--- config.mk ---
export PLATFORM = sky130hd
export DESIGN_NAME = synapse_accum_sched
export DESIGN_NICKNAME = d
export VERILOG_FILES = /design/src/rtl/neuron_pkg.sv /design/src/rtl/sat_accumulator.sv /design/src/rtl/synapse_accum_sched.sv
export SDC_FILE = /design/constraint.sdc
export NUM_CORES = 1
export LEC_CHECK = 0
export CAP_MARGIN = 10
export CORE_UTILIZATION = 33
export DETAILED_ROUTE_END_ITERATION = 16
export PLACE_DENSITY_LB_ADDON = 0.15
export SLEW_MARGIN = 20
export SYNTH_ARGS = -nofsm -noshare
export SYNTH_HDL_FRONTEND = slang
export SYNTH_SLANG_ARGS = --single-unit
--- constraint.sdc ---
create_clock -name clk -period 6.5 [get_ports clk]
set_input_delay 0.975 -clock clk [delete_from_list [all_inputs] [get_ports clk]]
set_output_delay 0.975 -clock clk [all_outputs]
set_load 0.05 [all_outputs]
--- src/rtl/neuron_pkg.sv ---
// Shared definitions for the synaptic accumulation datapath.
//   state_t   : scheduler states
//   clog2     : ceiling log2, never less than 1 so derived port widths stay legal
//   sat_clamp : clamps a sign-extended accumulator value to a signed w-bit range
package neuron_pkg;

  // Working width for clamp arithmetic; accumulators up to this width are supported.
  localparam int unsigned SAT_W = 64;

  typedef enum logic [2:0] {
    IDLE,
    FETCH,
    DRAIN,
    EMIT,
    DONE
  } state_t;

  function automatic int unsigned clog2(input int unsigned n);
    int unsigned r;
    r = 0;
    while ((SAT_W'(1) << r) < SAT_W'(n)) r++;
    return (r == 0) ? 1 : r;
  endfunction

  function automatic logic signed [SAT_W-1:0] sat_clamp(
    input logic signed [SAT_W-1:0] v,
    input int unsigned             w
  );
    logic signed [SAT_W-1:0] hi;
    logic signed [SAT_W-1:0] lo;
    hi = $signed((SAT_W'(1) << (w - 1)) - SAT_W'(1));
    lo = ~hi;
    if (v > hi) return hi;
    if (v < lo) return lo;
    return v;
  endfunction

endpackage

--- src/rtl/sat_accumulator.sv ---
// Wide signed accumulator with a saturated narrow view.
//   clk, reset : clock, synchronous active-high reset
//   clear      : zero the accumulator (takes priority over add_en)
//   add_en     : add sign-extended add_data this cycle
//   add_data   : signed WIDTH-bit addend
//   sum        : accumulator clamped to the signed WIDTH-bit range
module sat_accumulator
  import neuron_pkg::*;
#(
  parameter int unsigned WIDTH     = 32,
  parameter int unsigned ACC_WIDTH = 40
) (
  input  logic             clk,
  input  logic             reset,
  input  logic             clear,
  input  logic             add_en,
  input  logic [WIDTH-1:0] add_data,
  output logic [WIDTH-1:0] sum
);

  logic signed [ACC_WIDTH-1:0] acc;

  always_ff @(posedge clk) begin
    if (reset || clear) begin
      acc <= '0;
    end else if (add_en) begin
      acc <= acc + ACC_WIDTH'($signed(add_data));
    end
  end

  assign sum = WIDTH'(sat_clamp(SAT_W'(acc), WIDTH));

endmodule

--- src/rtl/synapse_accum_sched.sv ---
// Time-multiplexed synaptic accumulation scheduler. One shared accumulator
// walks every neuron (outer) and synapse (inner) through an external
// synchronous weight memory, summing weights of spiking synapses and
// emitting one saturated sum per neuron over a valid/ready handshake.
//   clk, reset           : clock, synchronous active-high reset
//   start, spike_in      : pass request and presynaptic mask (sampled when idle)
//   busy, done           : pass in progress / one-cycle completion pulse
//   w_rd_en, w_rd_addr   : weight read strobe and address (neuron*N_SYN + syn)
//   w_rd_data            : weight returned one cycle after w_rd_en
//   sum_valid, sum_ready : per-neuron result handshake
//   sum_neuron, sum_data : neuron index and saturated sum
module synapse_accum_sched
  import neuron_pkg::*;
#(
  parameter int unsigned N_NEURON  = 256,
  parameter int unsigned N_SYN     = 256,
  parameter int unsigned WIDTH     = 32,
  parameter int unsigned ACC_WIDTH = WIDTH + clog2(N_SYN)
) (
  input  logic                               clk,
  input  logic                               reset,
  input  logic                               start,
  input  logic [N_SYN-1:0]                   spike_in,
  output logic                               busy,
  output logic                               done,
  output logic                               w_rd_en,
  output logic [clog2(N_NEURON*N_SYN)-1:0]   w_rd_addr,
  input  logic [WIDTH-1:0]                   w_rd_data,
  output logic                               sum_valid,
  input  logic                               sum_ready,
  output logic [clog2(N_NEURON)-1:0]         sum_neuron,
  output logic [WIDTH-1:0]                   sum_data
);

  localparam int unsigned ADDR_W = clog2(N_NEURON * N_SYN);
  localparam int unsigned NEU_W  = clog2(N_NEURON);
  localparam int unsigned SYN_W  = clog2(N_SYN);

  state_t             state;
  logic [N_SYN-1:0]   spike_reg;
  logic [SYN_W-1:0]   syn;
  logic [NEU_W-1:0]   neuron;
  logic               rd_pend;
  logic               acc_clear;
  logic [WIDTH-1:0]   sat_sum;

  // Accumulator restarts on an accepted start and after each sum handshake.
  always_comb begin
    acc_clear = 1'b0;
    if ((state == IDLE) && start) acc_clear = 1'b1;
    if ((state == EMIT) && sum_ready) acc_clear = 1'b1;
  end

  sat_accumulator #(
    .WIDTH     (WIDTH),
    .ACC_WIDTH (ACC_WIDTH)
  ) u_acc (
    .clk      (clk),
    .reset    (reset),
    .clear    (acc_clear),
    .add_en   (rd_pend),
    .add_data (w_rd_data),
    .sum      (sat_sum)
  );

  assign sum_data = sum_valid ? sat_sum : '0;

  // Outputs are registered alongside the state update, so each one is set on
  // the transition into the state where it must be observed. The read address
  // is a running counter: the neuron-major walk makes it contiguous.
  always_ff @(posedge clk) begin
    if (reset) begin
      state      <= IDLE;
      spike_reg  <= '0;
      syn        <= '0;
      neuron     <= '0;
      rd_pend    <= 1'b0;
      busy       <= 1'b0;
      done       <= 1'b0;
      w_rd_en    <= 1'b0;
      w_rd_addr  <= '0;
      sum_valid  <= 1'b0;
      sum_neuron <= '0;
    end else begin
      rd_pend <= w_rd_en;
      case (state)
        IDLE: begin
          if (start) begin
            spike_reg <= spike_in;
            syn       <= '0;
            neuron    <= '0;
            busy      <= 1'b1;
            w_rd_en   <= spike_in[0];
            w_rd_addr <= '0;
            state     <= FETCH;
          end
        end
        FETCH: begin
          if (syn == SYN_W'(N_SYN - 1)) begin
            syn     <= '0;
            w_rd_en <= 1'b0;
            state   <= DRAIN;
          end else begin
            syn       <= syn + SYN_W'(1);
            w_rd_en   <= spike_reg[syn + SYN_W'(1)];
            w_rd_addr <= w_rd_addr + ADDR_W'(1);
          end
        end
        DRAIN: begin
          sum_valid  <= 1'b1;
          sum_neuron <= neuron;
          state      <= EMIT;
        end
        EMIT: begin
          if (sum_ready) begin
            sum_valid <= 1'b0;
            if (neuron == NEU_W'(N_NEURON - 1)) begin
              done  <= 1'b1;
              state <= DONE;
            end else begin
              neuron    <= neuron + NEU_W'(1);
              w_rd_en   <= spike_reg[0];
              w_rd_addr <= w_rd_addr + ADDR_W'(1);
              state     <= FETCH;
            end
          end
        end
        DONE: begin
          done  <= 1'b0;
          busy  <= 1'b0;
          state <= IDLE;
        end
        default: state <= IDLE;
      endcase
    end
  end

endmodule

==> results.cfg <==
[run_status]
status = complete, no violations

[layout]
fill_cells = 4933
finalInstanceArea_sq_mm = 0.0220
largest_register_ffs = 256
area_growth_pct = 32.6
utilization_pct = 44.7
nNetsFinal = 2578
layout-drive-gt1-share_pct = 7.97

[timing]
finalHoldViolCount = 0
rsz0062_at_grt = false
fin_crit_ns = 4.05
timing.fmax_ghz = 0.247
maxSlewHeadroom_pct = 24.8
fin_crit_sh_pct = 62.4
setup_tns_ns = 0
worst_pin_slew_ns = 1.13
finalSetupViolCount = 0
slew_violations = 0
skew_ns = 0.0249

[drt]
vias = 14800
finalWirelength_mm = 50.5
viasPerCell = 5.03
avgRoutedWirePerCell_microns = 17.2
drt_iter0_markers = 903
ant_nets = 0
drcViolationCount = 0
firstDrtPassIters = 5

[synthesis]
synth-seq-cells = 344
netlist_area_sq_mm = 0.0166
synthArstFlopShare_pct = 0
syn_nets = 2302
synth-seq-area-share_pct = 41.4
synth.avg_cell_area_sq_um = 8.45
synth-edff-count = 0
synth_warnings = 0
ys_types = 68
synth_top_flop_cell = dfxtp_1
postSynthCellCount = 1967

[worst_setup_path]
slowest_stage = ha_4
crit_arrival_ns = 4.46
path_class = flip-flop to flip-flop
critPathMaxStageDelay_ns = 0.77
crit_fanout = 34
worstSetupEndpointType = flip-flop
required_ns = 6.91
startpoint_type = flip-flop
crit_chain = ha_4 > buf_12 > mux4_2 > mux4_2 > nor2b_1 > a211oi_1 > a21oi_1 > a21oi_1 > nor3b_1 > a2111oi_2 > a2111oi_1
r2r_slack_ns = 2.45

[global_route]
grt_usage_pct = 19.6
antenna_found_initial = 3
grt_max_degree = 259
grt_pass1_wl_mm = 78.7
grt_pass1_vias = 14500
grt-ovfl-total = 0

[power_and_ir_drop]
clkPwrFrac_pct = 39.4
seqPwrFrac_pct = 40.6
switching_share_pct = 28.4
ir_drop_mv = 0.190
powerDensity_mw_per_mm2 = 262
power_frac_comb_pct = 20.0
power_switching_mw = 1.64
p_leak_nw = 8.03
p_int_mw = 4.14

[clocking]
cts_buffers = 41
post_cts_resize_count = 0
cts.sink_count = 344
cts_tree = yes
hold_buffers = 0
cts-htree-levels = 2
cts_root_buf = clkbuf_16
post_cts_buffers = 0
clk_pin_slew_ns = 0.05
clock_path_buffers = 3
clk_latency_ns = 0.57

[floorplanning]
die_w_microns = 226
rows = 81
io_pins = 352
die_h_microns = 226
die-area_sq_mm = 0.0513
initial_utilization_pct = 33.7
core-area_sq_mm = 0.0494

[run]
maxCapViolations = 0

[place]
dp_hpwl_mm = 35.1
place_area_sq_mm = 0.0207
numPortBuffers = 351
gp_congestion = 0.847

[min_path]
worstHoldPathType = flip-flop to flip-flop
cell usage after synthesis (10+ instances only):
cell	instances	area (sq um)
nand2_1	555	2080
dfxtp_1	344	6890
a21oi_1	342	1710
clkbuf_1	111	417
nor2_1	100	375
mux4_2	80	1800
nor2b_1	47	294
ha_1	42	526
mux2i_1	39	390
xnor2_1	28	245
o21ai_0	27	135
xor2_1	27	236
nand3_1	26	130
inv_1	16	60.1
and3_1	15	93.8
a21o_1	13	97.6
a211oi_1	12	90.1
nor3_1	10	50.1
path summary, 6_finish.rpt:
check | to | startpoint | depth (start not counted)
hold reg to reg | spike_reg[56]$_SDFFE_PP0P_ | spike_reg[56]$_SDFFE_PP0P_ | 2
setup reg to reg | w_rd_en$_SDFFE_PP0P_ | syn[1]$_SDFFE_PP0P_ | 11
hold / removal | spike_reg[56]$_SDFFE_PP0P_ | spike_reg[56]$_SDFFE_PP0P_ | 2
setup / recovery | w_rd_en$_SDFFE_PP0P_ | syn[1]$_SDFFE_PP0P_ | 11
critical path: cells and delay by family, from the launching register on:
family	cells	cell delay (ns)
muxes	2	1.12
DFF	1	0.35
AOI/OAI and AO/OA	5	1.00
buffers and inverters	1	0.38
adders and majority gates	1	0.77
and+or+nand+nor	2	0.26
area by class of cell:
type                    instances  area, sq um  share of cell area [%]
repair buffers                365         3700                    16.8
inverters                      16         60.1                   0.272
clock buffers                  62         1240                    5.61
multi-input cells            1475         9220                    41.8
diodes                          3         7.51                  0.0341
flip-flops and latches        344         6890                    31.3
well taps                     664          831                    3.77
clock inverters                 9          101                   0.460
power by group through the flow:
stage               clock network (mW)  registers (mW)  logic (mW)
finish                            2.28            2.34        1.16
global route                      2.43            2.36        1.28
CTS                               2.35            2.34        1.17
detailed placement                   0            2.39        1.17
global placement                     0            2.38        1.16
floorplan                            0            2.37       0.754
kinds of logic after synthesis:
| kind of cell | after synthesis | synth area share (%) |
|---|---|---|
| and+or+nand+nor | 806 | 20.4 |
| DFF | 344 | 41.4 |
| muxes | 120 | 13.3 |
| adders and majority gates | 43 | 3.28 |
| xor gates and xnor gates | 56 | 3.00 |
| buffers and inverters | 148 | 3.57 |
| AOI/OAI and AO/OA | 450 | 15.0 |
cells in the final DEF, fill, tap and decap left out, types with 9 or more instances in the layout:
cell and instances:
buf_4 9, inv_1 16, nor2b_1 47, nand2_1 555, a21oi_1 341, mux2i_1 39, dfxtp_1 341, a21o_1 13
o21ai_0 26, clkbuf_16 42, and3_1 15, clkbuf_1 9, a211oi_1 12, clkbuf_8 12, mux4_2 80, clkdlybuf4s50_1 350
xor2_1 26, nor2_1 100, nor3_1 10, nand3_1 26, xnor2_1 27, and2_1 9, ha_1 41
routing by layer:
metal,up-vias,GRT usage (%),wire length [microns]
met5,-,0,0
met4,0,5.23,895
met3,59,2.88,2240
met2,333,31.4,23300
met1,7020,27.3,24100
li1,7356,-,-
stage by stage:
stage / setup WS [ns] / total power, mW / std cells / hold WS [ns]
2_1_floorplan: 2.57 / 3.12 / 1967 / 0.433
3_3_place_gp: 1.90 / 3.54 / 2862 / 0.439
3_5_place_dp: 1.90 / 3.56 / 2863 / 0.443
4_1_cts: 2.37 / 5.87 / 2934 / 0.452
5_1_grt: 2.19 / 6.07 / 2936 / 0.467
6_report: 2.45 / 5.78 / 2938 / 0.448
Note: power is estimated with default switching activity, not from simulation.
==> variant 1 (same settings) <==
The 5 states of `state_t` get a one-hot encoding in 5 bits.
--- a/src/rtl/neuron_pkg.sv
+++ b/src/rtl/neuron_pkg.sv
@@ -8,10 +8,10 @@
   localparam int unsigned SAT_W = 64;
 
-  typedef enum logic [2:0] {
-    IDLE,
-    FETCH,
-    DRAIN,
-    EMIT,
-    DONE
+  typedef enum logic [4:0] {
+    IDLE  = 5'b00001,
+    FETCH = 5'b00010,
+    DRAIN = 5'b00100,
+    EMIT  = 5'b01000,
+    DONE  = 5'b10000
   } state_t;
 
Behaviour: same outputs for any inputs over 4 cycles, from zero or initial values and one cycle with reset high; so few cycles prove little.
==> variant 1 against the original RTL <==
First-iteration DRC count down 1.9%; power down 1.5%; wire length up 2.9%; setup slack worse by 84 ps; cell area up 0.55%; sequential power up 2%; die area grew 1.5%; fmax shrank 2.0%; synthesized area up 1.5%; sequential cell count rose by 2; global-route usage is 0.20 points higher; combinational power fell by 7%; utilization is 0.57 points lower; hold slack improved by 2.4 ps; largest cell class unchanged.
==> variant 1: results (changes against the original RTL) <==
[status]
run_status=finished, final reports clean

[grt]
use_met2_pct=32.90  ; +1.5 points
track_usage_pct=19.76  ; +0.20 points
grt_start_max_net_pins=118  ; -54%
first_global_vias=14610  ; +1.0%
grt_pass1_wl_mm=82.00  ; +4.2%
grt_use_met1_pct=26.24  ; -1.0 points

[logic_synthesis]
synth_cell_types=73  ; +7.4%
yosysSeqAreaShare_pct=41.04  ; -0.38 points
synth_common_cells=nand2_1, dfxtp_1, a21oi_1
synthMuxAreaShare_pct=13.23  ; -0.019 points
synth_nets=2327  ; +1.1%
synth_xor_area_share_pct=2.654  ; -0.34 points
synthAdderAreaFrac_pct=3.232  ; -0.049 points
synthTopCellsByArea=dfxtp_1, nand2_1, a21oi_1, mux4_2, ha_1
synth_compound_area_share_pct=15.77  ; +0.73 points

[worst_hold_path]
hold_path_end=spike_reg[40]$_SDFFE_PP0P_
hp-start=spike_reg[40]$_SDFFE_PP0P_

[power_and_ir_drop]
p_int_w=0.004095  ; -1.1%
leakagePower_nw=8.190  ; +2.0%
powerComb_w=0.00108  ; -7%
peakVddDrop_mv=0.1398  ; -26%
clockPowerShare_pct=39.2  ; -0.2 points

[worst_setup_path]
cp-endpoint=u_acc.acc[15]$_SDFFE_PP0P_
crit_family=simple AND/OR/NAND/NOR gates
cp_slowest_stage_delay_ps=860  ; +90 ps
crit_path_top_delay_cell=nand2b_1
worstRegToRegCells=8  ; -3
crit_arrival_ps=4590  ; +130 ps
crit_path_start=state[1]$_SDFFE_PP0P_
cp_max_fo=75  ; +120%
rrSetupSlack_ps=2360  ; -80 ps

[drt]
drt_iter0_markers=886  ; -1.9%
vias_per_cell=5.076  ; +0.98%
wirelength_mm=51.98  ; +2.9%

[cells_and_area]
nClkBuffers=57  ; -8.1%
buffer_area_share_pct=16.55  ; -0.23 points
seq_share_pct=31.26  ; about the same
multi_input_area_share_pct=42.39  ; +0.58 points
signal_buffers=366  ; +0.27%
nNetsFinal=2601  ; +0.89%
clock_area_share_pct=5.836  ; -0.23 points
n_antenna_cell=1  ; -2
nFillCells=5020  ; +1.8%
inv_count=9  ; -7
drive_above_1_share_pct=7.162  ; -0.81 points
largest_reg_flops=256  ; unchanged
num-multi-input-gates=1503  ; +1.9%

[clock_network]
post_cts_buffers=0  ; unchanged
cts_inserted_buffers=40  ; -2.4%

[timing]
finalClockSkew_ps=11.83  ; -13.06 ps
fmax_mhz=241.7  ; -2.0%

[place]
dpl_worst_slack_ps=1976  ; +73.74 ps
gp_routability_congestion=0.8616  ; +1.8%
place_hpwl_mm=36.64  ; +4.4%

==> variant 1: metal layers <==
| metal | up-vias | part of all wire, % |
|---|---|---|
| met2 | 338 | 48 |
| met1 | 7171 | 45 |
| li1 | 7457 | - |
| met4 | 8 | 2.1 |
| met3 | 66 | 4.7 |
| met5 | - | 0.12 |
==> variant 1: through the flow <==
| stage | hold WS [ps] | cell area, um^2 | power, W | util [%] | cells |
|---|---|---|---|---|---|
| 5_1_grt | 462.9 | 22170 | 0.005993 | 44.09 | 2963 |
| 4_1_cts | 452.6 | 22140 | 0.005789 | 44.03 | 2961 |
| 3_3_place_gp | 439.2 | 20820 | 0.003499 | 41.41 | 2894 |
| 2_1_floorplan | 433.1 | 16880 | 0.003104 | - | 1992 |
| 6_report | 450.5 | 22170 | 0.005694 | 44.09 | 2963 |
| 3_5_place_dp | 444.9 | 20840 | 0.003520 | 41.46 | 2895 |
==> variant 2 (same settings) <==
Made on the original files. The parameter `N_NEURON` goes from 256 to 384.
--- a/src/rtl/synapse_accum_sched.sv
+++ b/src/rtl/synapse_accum_sched.sv
@@ -13,5 +13,5 @@
   import neuron_pkg::*;
 #(
-  parameter int unsigned N_NEURON  = 256,
+  parameter int unsigned N_NEURON  = 384,
   parameter int unsigned N_SYN     = 256,
   parameter int unsigned WIDTH     = 32,
Interface: changed (resized sum_neuron and w_rd_addr); port bits go from 352 to 354. The function was not compared with the original's and may differ.
==> variant 2 against the original RTL <==
Power up 13%; synthesized area grew 0.33%; sequential cell count increased by 3; cell area increased by 0.20%; clock skew down 7.8 ps; hold slack improved by 2.3 ps; wire length is 1.2% lower; setup slack got worse by 150 ps; sequential share of layout area rose by 0.21 points; sequential power grew 6%; utilization is 0.46 points lower; global-route usage decreased by 0.27 points; final cell count is 0.41% higher; synthesized cell count grew 0.36%; largest cell class unchanged.
==> variant 2: results (changes against the original RTL) <==
[status]
run_status=finished, final reports clean

[worst_setup_path]
crit_family=simple AND/OR/NAND/NOR gates
crit_path_start=start
worstRegToRegCells=10  ; -1
rrSetupSlack_ps=2310  ; -140 ps
cp_slowest_stage_delay_ps=750  ; -20 ps
reg2reg_from=syn[0]$_SDFFE_PP0P_
r2r_end=w_rd_en$_SDFFE_PP0P_
crit_arrival_ps=4700  ; +240 ps
crit_path_top_delay_cell=or2_4
cp_max_fo=81  ; +140%

[timing]
finalClockSkew_ps=17.11  ; -7.785 ps
worstMarginPinSlew_ps=1103  ; -25.71 ps

[clock_network]
clk_root_buffer_cell=clkbuf_16
cts.clk_slew.worst_paths_ps=60

[drt]
drt-met1-wl_mm=23.37  ; -2.9%
wirelength_mm=49.91  ; -1.2%
drt_iter0_markers=927  ; +2.7%
wl_per_cell_um=16.92  ; -1.6%
wl_met2_mm=23.05  ; -1.2%
vias=14700  ; -0.45%
wl_met3_mm=2.424  ; +8.3%

[logic_synthesis]
synthAdderAreaFrac_pct=3.270  ; -0.011 points
synth_compound_area_share_pct=14.62  ; -0.42 points
synth_common_cells=nand2_1, dfxtp_1, a21oi_1
async_reset_ff_share_pct=0  ; unchanged
synthTopCellsByArea=dfxtp_1, nand2_1, mux4_2, a21oi_1, ha_1
synthMuxAreaShare_pct=13.52  ; +0.27 points
synth_nets=2309  ; +0.30%
postSynthAreaPerCell_um2=8.451  ; about the same
synth_xor_area_share_pct=3.353  ; +0.36 points
yosysSeqAreaShare_pct=41.64  ; +0.22 points

[cells_and_area]
n_antenna_cell=0  ; -3
largest_reg_flops=256  ; unchanged
drive_above_1_share_pct=7.638  ; -0.33 points
nNetsFinal=2587  ; +0.35%
nFillCells=4961  ; +0.57%

[power_and_ir_drop]
switchingPower_w=0.002034  ; +24%
peakVddDrop_mv=0.1751  ; -7.8%
power_frac_comb_pct=26.4  ; +6.4 points
seqPwrFrac_pct=38.2  ; -2.4 points

[place]
portBuffers=353  ; +0.57%
place_inst=2880  ; +0.59%
dpl_worst_slack_ps=1641  ; -260.8 ps

[worst_hold_path]
hold_path_end=spike_reg[234]$_SDFFE_PP0P_
hp-start=spike_reg[234]$_SDFFE_PP0P_

[grt]
antenna_found_initial=1  ; -2
use_met2_pct=30.74  ; -0.71 points
track_usage_pct=19.28  ; -0.27 points
first_global_vias=14090  ; -2.6%
grt_pass1_wl_mm=77.67  ; -1.3%
grt_use_met1_pct=26.67  ; -0.59 points
grt_start_max_net_pins=111  ; -57%

[variant 2: metrics by stage]
step / power [W] / utilization (%) / hold slack [ps] / area (um^2)
floorplan: 0.003720 / - / 433.1 / 16680
detailed placement: 0.004280 / 41.45 / 445.5 / 20710
global placement: 0.004258 / 41.40 / 439.6 / 20680
global route: 0.006904 / 44.21 / 463.3 / 22090
finish: 0.006533 / 44.21 / 450.4 / 22090
CTS: 0.006622 / 44.15 / 453.2 / 22060
[variant 2: cell families after synthesis]
family	Yosys count
AND/OR/NAND/NOR	796
multiplexers	124
flip-flops	347
XOR/XNOR	63
buffers and inverters	150
adder cells (fa/ha/maj)	43
AO/OA/AOI/OAI	451
[variant 2: layout make-up]
type	count	area [um^2]	share of cell area, %
repair buffers	368	3690	16.70
multi-input cells	1477	9193	41.61
clock buffers	62	1236	5.596
inverters	17	63.81	0.2889
clock inverters	7	113.9	0.5154
well taps	672	840.8	3.806
flip-flops and latches	347	6953	31.48
